===== src/rtl/div_param.sv =====
// div_param: multi-cycle radix-2 restoring divider with signed/unsigned modes,
// divide-by-zero flag, annul and busy/ready handshake.
module div_param #(
    parameter int WIDTH = 32
) (
    input  logic               clk,
    input  logic               rst,
    input  logic               signed_div_i,
    input  logic [WIDTH-1:0]   opdata1_i,
    input  logic [WIDTH-1:0]   opdata2_i,
    input  logic               start_i,
    input  logic               annul_i,
    output logic [2*WIDTH-1:0] result_o,
    output logic               ready_o,
    output logic               busy_o,
    output logic               div_by_zero_o
);
    localparam int CW = $clog2(WIDTH) + 1;
    typedef enum logic [1:0] {IDLE, BYZERO, ON, END} state_t;
    state_t state;
    logic [WIDTH-1:0] dvd, dvs, rem, abs1, abs2, quo_fix, rem_fix;
    logic [CW-1:0] cnt;
    logic neg_q, neg_r;
    logic [WIDTH:0] trial, diff;
    always_comb begin
        abs1 = signed_div_i && opdata1_i[WIDTH-1] ? -opdata1_i : opdata1_i;
        abs2 = signed_div_i && opdata2_i[WIDTH-1] ? -opdata2_i : opdata2_i;
        trial = {rem, dvd[WIDTH-1]};
        diff = trial - {1'b0, dvs};
        quo_fix = neg_q ? -dvd : dvd;
        rem_fix = neg_r ? -rem : rem;
    end
    // dvd doubles as the quotient shift register: quotient bits enter at the LSB
    always_ff @(posedge clk) begin
        if (rst) begin
            state <= IDLE;
            result_o <= '0;
            ready_o <= 1'b0;
            busy_o <= 1'b0;
            div_by_zero_o <= 1'b0;
            dvd <= '0;
            dvs <= '0;
            rem <= '0;
            cnt <= '0;
            neg_q <= 1'b0;
            neg_r <= 1'b0;
        end else begin
            case (state)
                IDLE: if (start_i && !annul_i) begin
                    dvd <= abs1;
                    dvs <= abs2;
                    rem <= '0;
                    cnt <= '0;
                    neg_q <= signed_div_i && (opdata1_i[WIDTH-1] ^ opdata2_i[WIDTH-1]);
                    neg_r <= signed_div_i && opdata1_i[WIDTH-1];
                    busy_o <= 1'b1;
                    state <= opdata2_i == '0 ? BYZERO : ON;
                end
                BYZERO: begin
                    busy_o <= 1'b0;
                    if (annul_i) state <= IDLE;
                    else begin
                        state <= END;
                        ready_o <= 1'b1;
                        div_by_zero_o <= 1'b1;
                        result_o <= '0;
                    end
                end
                ON: if (annul_i) begin
                    state <= IDLE;
                    busy_o <= 1'b0;
                end else if (cnt == CW'(WIDTH)) begin
                    result_o <= {rem_fix, quo_fix};
                    ready_o <= 1'b1;
                    busy_o <= 1'b0;
                    state <= END;
                end else begin
                    cnt <= cnt + 1'b1;
                    rem <= diff[WIDTH] ? trial[WIDTH-1:0] : diff[WIDTH-1:0];
                    dvd <= {dvd[WIDTH-2:0], ~diff[WIDTH]};
                end
                END: if (!start_i) begin
                    state <= IDLE;
                    ready_o <= 1'b0;
                    result_o <= '0;
                    div_by_zero_o <= 1'b0;
                end
                default: state <= IDLE;
            endcase
        end
    end
endmodule


===== config.mk =====
export PLATFORM = sky130hd
export DESIGN_NAME = div_param
export DESIGN_NICKNAME = d
export VERILOG_FILES = /design/src/rtl/div_param.sv
export SDC_FILE = /design/constraint.sdc
export NUM_CORES = 1
export LEC_CHECK = 0
export BUFFER_PORTS_ARGS = -buffer_cell sky130_fd_sc_hd__buf_2
export CAP_MARGIN = 10
export CORE_ASPECT_RATIO = 0.8
export CORE_MARGIN = 2
export CORE_UTILIZATION = 53
export DETAILED_ROUTE_END_ITERATION = 16
export PLACE_DENSITY = 0.77
export SYNTH_ARGS = -nofsm -noshare
export SYNTH_HDL_FRONTEND = slang
export SYNTH_SLANG_ARGS = --single-unit

===== constraint.sdc =====
create_clock -name clk -period 3.2 [get_ports clk]
set_input_delay 0 -clock clk [delete_from_list [all_inputs] [get_ports clk]]
set_output_delay 0 -clock clk [all_outputs]
set_load 0.05 [all_outputs]

# == Word level (Yosys, flattened, before mapping) ==
# Index checks and enable logic that the tools add are counted.
# classes
n_addsub,6
mul,0
n_div,0
n_lt_le_gt_ge,0
eq_ne,11
n_shift,0
mux,39
bitwise_logic,2
reduce_logical,17
# ops
op,n
$mux 32,11
$mux 64,4
$pmux 64 s3,1
$neg 32->32,4
$pmux 32 s2,2
$sub 33x32->33,1
$logic_not 32->1,1
$mux 6,3
$mux 2,6
$ne 2x2->1 const B,6
$pmux 6 s2,1
$reduce_and 3->1,3
$pmux 2 s4,1
$mux 1,7
$add 6x1->6 const B,1
$eq 6x6->1 const B,1
$pmux 1 s3,2
$reduce_bool 3->1,2
$reduce_and 5->1,1
$eq 2x2->1 const B,2
$logic_and 1x1->1,4
$reduce_and 4->1,1
$reduce_bool 2->1,2
$ne 3x3->1 const B,1
other kinds (7),7
# totals
reg_bits,173
latch_bits,0
mem_bits_rw,0
mem_bits_ro,0
input_bits,69
output_inout_bits,67
wordCells,86
mem_count,0

# == Depth between registers and ports, before layout ==
# logic_depth
word_depth,5
mapped_depth,13
mapped_depth_nobuf,12

# == Worst setup path after synthesis ==
# Ideal clock, no wire load.
# synth_timing
path_type,register to register
from,register dvd[31]
to,register rem[10]
setup_ns,0.128
arrival_time_ns,2.928
required_time_ns,3.072
setup_slack_ns,0.145
path_stages_with_launch,14
n_path_buf,1
synth_period_minus_slack_ns,3.055
cell_sequence,dfxtp_1 inv_1 ha_1 fa_1 nand2b_1 a21o_1 a22o_1 o21ai_1 a31oi_1 o41ai_4 xor2_2 buf_4 mux2i_1 o21ai_1
# synth_via
elab_chain_len,5
# synth_lines
item,line,text
"start, declared",21,"logic [WIDTH-1:0] dvd, dvs, rem, abs1, abs2, quo_fix, rem_fix;"
"start signal, assigned",50,dvd <= abs1;
"start signal, assigned",80,"dvd <= {dvd[WIDTH-2:0], ~diff[WIDTH]};"
$sub 33x32->33,29,"diff = trial - {1'b0, dvs};"
$mux 32,79,rem <= diff[WIDTH] ? trial[WIDTH-1:0] : diff[WIDTH-1:0];
$mux 32,72,end else if (cnt == CW'(WIDTH)) begin
$mux 32,69,ON: if (annul_i) begin
$pmux 32 s2,48,case (state)
"end signal, assigned",79,
"end, declared",21,
# No other way between the ends. The select of a mux whose other input is x is not followed.
# A chain may end at the register's enable or synchronous reset.

# == Worst setup path after layout ==
# layout_timing
from,register rem[12]
to,register rem[12]
# layout_via
elab_chain_len,5
# layout_lines
item,line
$sub 33x32->33,29
$mux 32,79
$mux 32,72
$mux 32,69
$pmux 32 s2,48
# No other way between the ends. The select of a mux whose other input is x is not followed.

==> flow_metrics.env <==
export IMPL_setup_violations=0
export IMPL_crit_required_ns=3.50
export IMPL_synth_compound_area_frac=0.239
export IMPL_avgSynthCellArea_um2=7.66
export IMPL_drive_gt1_frac=0.154
export IMPL_finalCriticalPeriod_ns=3.06
export IMPL_end_kind="flop"
export IMPL_dpl_instance_area_mm2=0.0120
export IMPL_grt_max_degree=74
export IMPL_clockRootBuffer="clkbuf_16"
export IMPL_pwr_share_clk=0.245
export IMPL_clock_sinks=173
export IMPL_tritoncts="yes"
export IMPL_worstPathArrival_ns=3.36
export IMPL_critPathMaxStageDelay_ns=0.47
export IMPL_core_mm2=0.0200
export IMPL_place_congestion=0.964
export IMPL_synth_warnings=0
export IMPL_slew_headroom=0.557
export IMPL_synthXorXnorAreaFrac=0.120
export IMPL_power_frac_seq=0.320
export IMPL_worst_pin_slew_ns=0.663
export IMPL_fillerInstances=1721
export IMPL_syn_area_mm2=0.0109
export IMPL_muxShareOfSynthArea=0.0193
export IMPL_drt_iter0_markers=1330
export IMPL_clkTransAtPathRegs_ns=0.06
export IMPL_path_cells="ha_1, nand3_1, or3_1, o21ai_2, a31oi_4, o41ai_4, xor2_2, buf_6, clkbuf_16, mux2i_1, o21ai_1"
export IMPL_syn_nets=1536
export IMPL_hold_viol=0
export IMPL_grt_use_total=0.297
export IMPL_synth_seq_area_share=0.318
export IMPL_nets=1693
export IMPL_synthSimpleGateAreaFrac=0.200
export IMPL_critPathLaunchType="flop"
export IMPL_cts_path_max_buffers=2
export IMPL_io_buffers=135
export IMPL_clock_latency_ns=0.44
export IMPL_grt_pass1_vias=9859
export IMPL_cpMaxStageDelayCell="ha_1"
export IMPL_grt_overflow_total=0
export IMPL_fp_dieH_um=132
export IMPL_switchingPower_mw=3.53
export IMPL_dp_cells=1786
export IMPL_hp_class="in2reg"
export IMPL_fmaxAchievable_mhz=326
export IMPL_ys_ff_latch=173
export IMPL_power_leakage_nw=5.27
export IMPL_vdd_ir_drop_worst_uv=612
export IMPL_p_int_mw=4.83
export IMPL_wl_per_cell_um=17.3
export IMPL_synth_fa_ha_area_frac=0.0512
export IMPL_vias_per_cell=5.86
export IMPL_synthFlopType="dfxtp_1"
export IMPL_status="finished, final reports clean"
export IMPL_combPwrFrac=0.435
export IMPL_postSynth_asyncResetShare=0
export IMPL_area_growth_pct=19.4
export IMPL_final_area_mm2=0.0130
export IMPL_synth_top_family_by_area="compound AO/OA/AOI/OAI gates"
export IMPL_diodes=0
export IMPL_criticalPathCategory="reg2reg"
export IMPL_dr_pass1_iters=5
export IMPL_power_density_mw_per_mm2=642
export IMPL_num_rows=46
export IMPL_drc_errors=0
export IMPL_die_area_mm2=0.0217
export IMPL_drv_cap=0
export IMPL_vias=10900
export IMPL_htreeDepth=4
export IMPL_die_w_um=164
export IMPL_syn_inst=1423
export IMPL_switching_share=0.422
export IMPL_numCtsBuffers=17
export IMPL_finalWirelength_um=32200
export IMPL_grt_pass1_wl_um=51600
export IMPL_ant_nets=0
export IMPL_worstPathMaxFanout=7
export IMPL_antenna_found_initial=0
export IMPL_final_util=0.651
export IMPL_synth_edf_count=0
export IMPL_min_period_over_period=0.957
export IMPL_ys_types=70
export IMPL_finClkSkew_ns=0.0123
export IMPL_initial_core_util=0.545
export IMPL_slew_viol_final=0
export IMPL_pin_count=136
export IMPL_dpl_hpwl_um=24000
export IMPL_final_cells=1857
export IMPL_final_setup_tns_ns=0
## layout make-up
class / count / area (µm²) / share of cell area
Multi-Input combinational cell: 1104 / 6940 / 0.534
Inverter: 63 / 236 / 0.0182
Timing Repair Buffer: 221 / 1450 / 0.112
Tap cell: 264 / 330 / 0.0254
Clock inverter: 13 / 130 / 0.0100
Clock buffer: 19 / 453 / 0.0348
Sequential cell: 173 / 3460 / 0.266
## Yosys cell counts, types with 3 or more instances
cell type / count / share of area
a211oi_1: 33 / 0.023
a21o_1: 12 / 0.0083
a21oi_1: 103 / 0.047
a221oi_1: 3 / 0.0024
a22oi_1: 36 / 0.025
a311oi_1: 7 / 0.0056
a31oi_1: 9 / 0.0052
a32oi_1: 12 / 0.0096
and2_1: 7 / 0.0040
and3_1: 6 / 0.0034
buf_1: 3 / 0.0010
buf_2: 4 / 0.0018
buf_4: 3 / 0.0021
clkbuf_1: 73 / 0.025
dfxtp_1: 173 / 0.32
ha_1: 43 / 0.049
inv_1: 63 / 0.022
mux2i_1: 21 / 0.019
nand2_1: 196 / 0.068
nand2b_1: 14 / 0.0080
nand3_1: 34 / 0.016
nand4_1: 11 / 0.0063
nor2_1: 130 / 0.045
nor2b_1: 6 / 0.0034
nor3_1: 21 / 0.0096
nor4_1: 10 / 0.0057
o211ai_1: 5 / 0.0034
o21ai_0: 97 / 0.045
o21ai_1: 42 / 0.019
o21bai_1: 3 / 0.0021
o31ai_1: 18 / 0.012
o41ai_1: 11 / 0.0088
or3_1: 15 / 0.0086
or4_1: 7 / 0.0048
or4_4: 3 / 0.0031
xnor2_1: 89 / 0.072
xor2_1: 59 / 0.047
## power by group through the flow
| stage | sequential, mW | combinational [mW] | clock (mW) |
|---|---|---|---|
| finish | 2.67 | 3.63 | 2.05 |
| global route | 2.69 | 3.97 | 2.16 |
| CTS | 2.65 | 3.49 | 2.06 |
| detailed placement | 2.69 | 3.43 | 0 |
| global placement | 2.68 | 3.38 | 0 |
| floorplan | 2.71 | 2.45 | 0 |
## layout by cell type, fill, tap and decap left out, types with 42 or more instances in the layout
master,synthesis,final
a21oi_1,103,103
buf_2,4,134
buf_4,3,47
dfxtp_1,173,173
inv_1,63,62
nand2_1,196,195
nor2_1,130,130
o21ai_0,97,96
o21ai_1,42,42
xnor2_1,89,89
xor2_1,59,59
## critical path, delay by kind of cell (launching register included)
family	cells	cell delay (ns)
compound gates	4	0.82
simple gates	2	0.54
fa+ha+maj	1	0.47
flops	1	0.41
buf+inv	2	0.30
xor+xnor	1	0.21
mux	1	0.19
## metrics by stage
stage | setup slack, ns | hold WS, ns | power, mW
2_1_floorplan | 0.145 | 0.136 | 5.16
3_3_place_gp | 0.0715 | 0.298 | 6.06
3_5_place_dp | 0.00257 | 0.325 | 6.12
4_1_cts | -0.00202 | 0.00412 | 8.20
5_1_grt | -0.00204 | 0.0262 | 8.82
6_report | 0.137 | 0.0136 | 8.35
## metal layers
metal / vias to the layer above / global-route usage / wire length (µm)
met5: - / 0 / 0
met4: 0 / 0.0502 / 244
met3: 25 / 0.0701 / 3410
met2: 512 / 0.416 / 12900
met1: 5016 / 0.462 / 15600
li1: 5324 / - / -
## sequential cells by signal, summed over array words and instances (netlist names)
register and flops:
neg_r 1, state 2, neg_q 1, cnt 6, busy_o 1, rem 32
dvs 32, ready_o 1, div_by_zero_o 1, dvd 32, result_o 64
## path summary, 6_finish.rpt
| check | from | slack (ns) | cells past startpoint | end |
|---|---|---|---|---|
| hold / removal | opdata1_i[11] | 0.01 | 5 | dvd[11] |
| setup reg to reg | rem[12] | 0.14 | 11 | rem[12] |
| setup / recovery | rem[12] | 0.14 | 11 | rem[12] |
| hold reg to reg | result_o[61] | 0.45 | 2 | result_o[61] |
## kinds of logic (layout without fill, tap and decap cells)
group / Yosys count / in the layout
simple gates: 476 / 476
flops: 173 / 173
mux: 21 / 21
xor+xnor: 149 / 149
buf+inv: 146 / 316
fa+ha+maj: 44 / 44
compound gates: 414 / 414
## timing repair
action	4_1_cts	5_1_grt
setup endpoints to repair	1	33
buffers inserted	0	2
hold buffers	36	0
endpoints found under the hold margin	35	0
resized for setup	1	12
pin swaps	1	6
cloned	0	1
No activity file was read; power rests on OpenSTA's default activity.
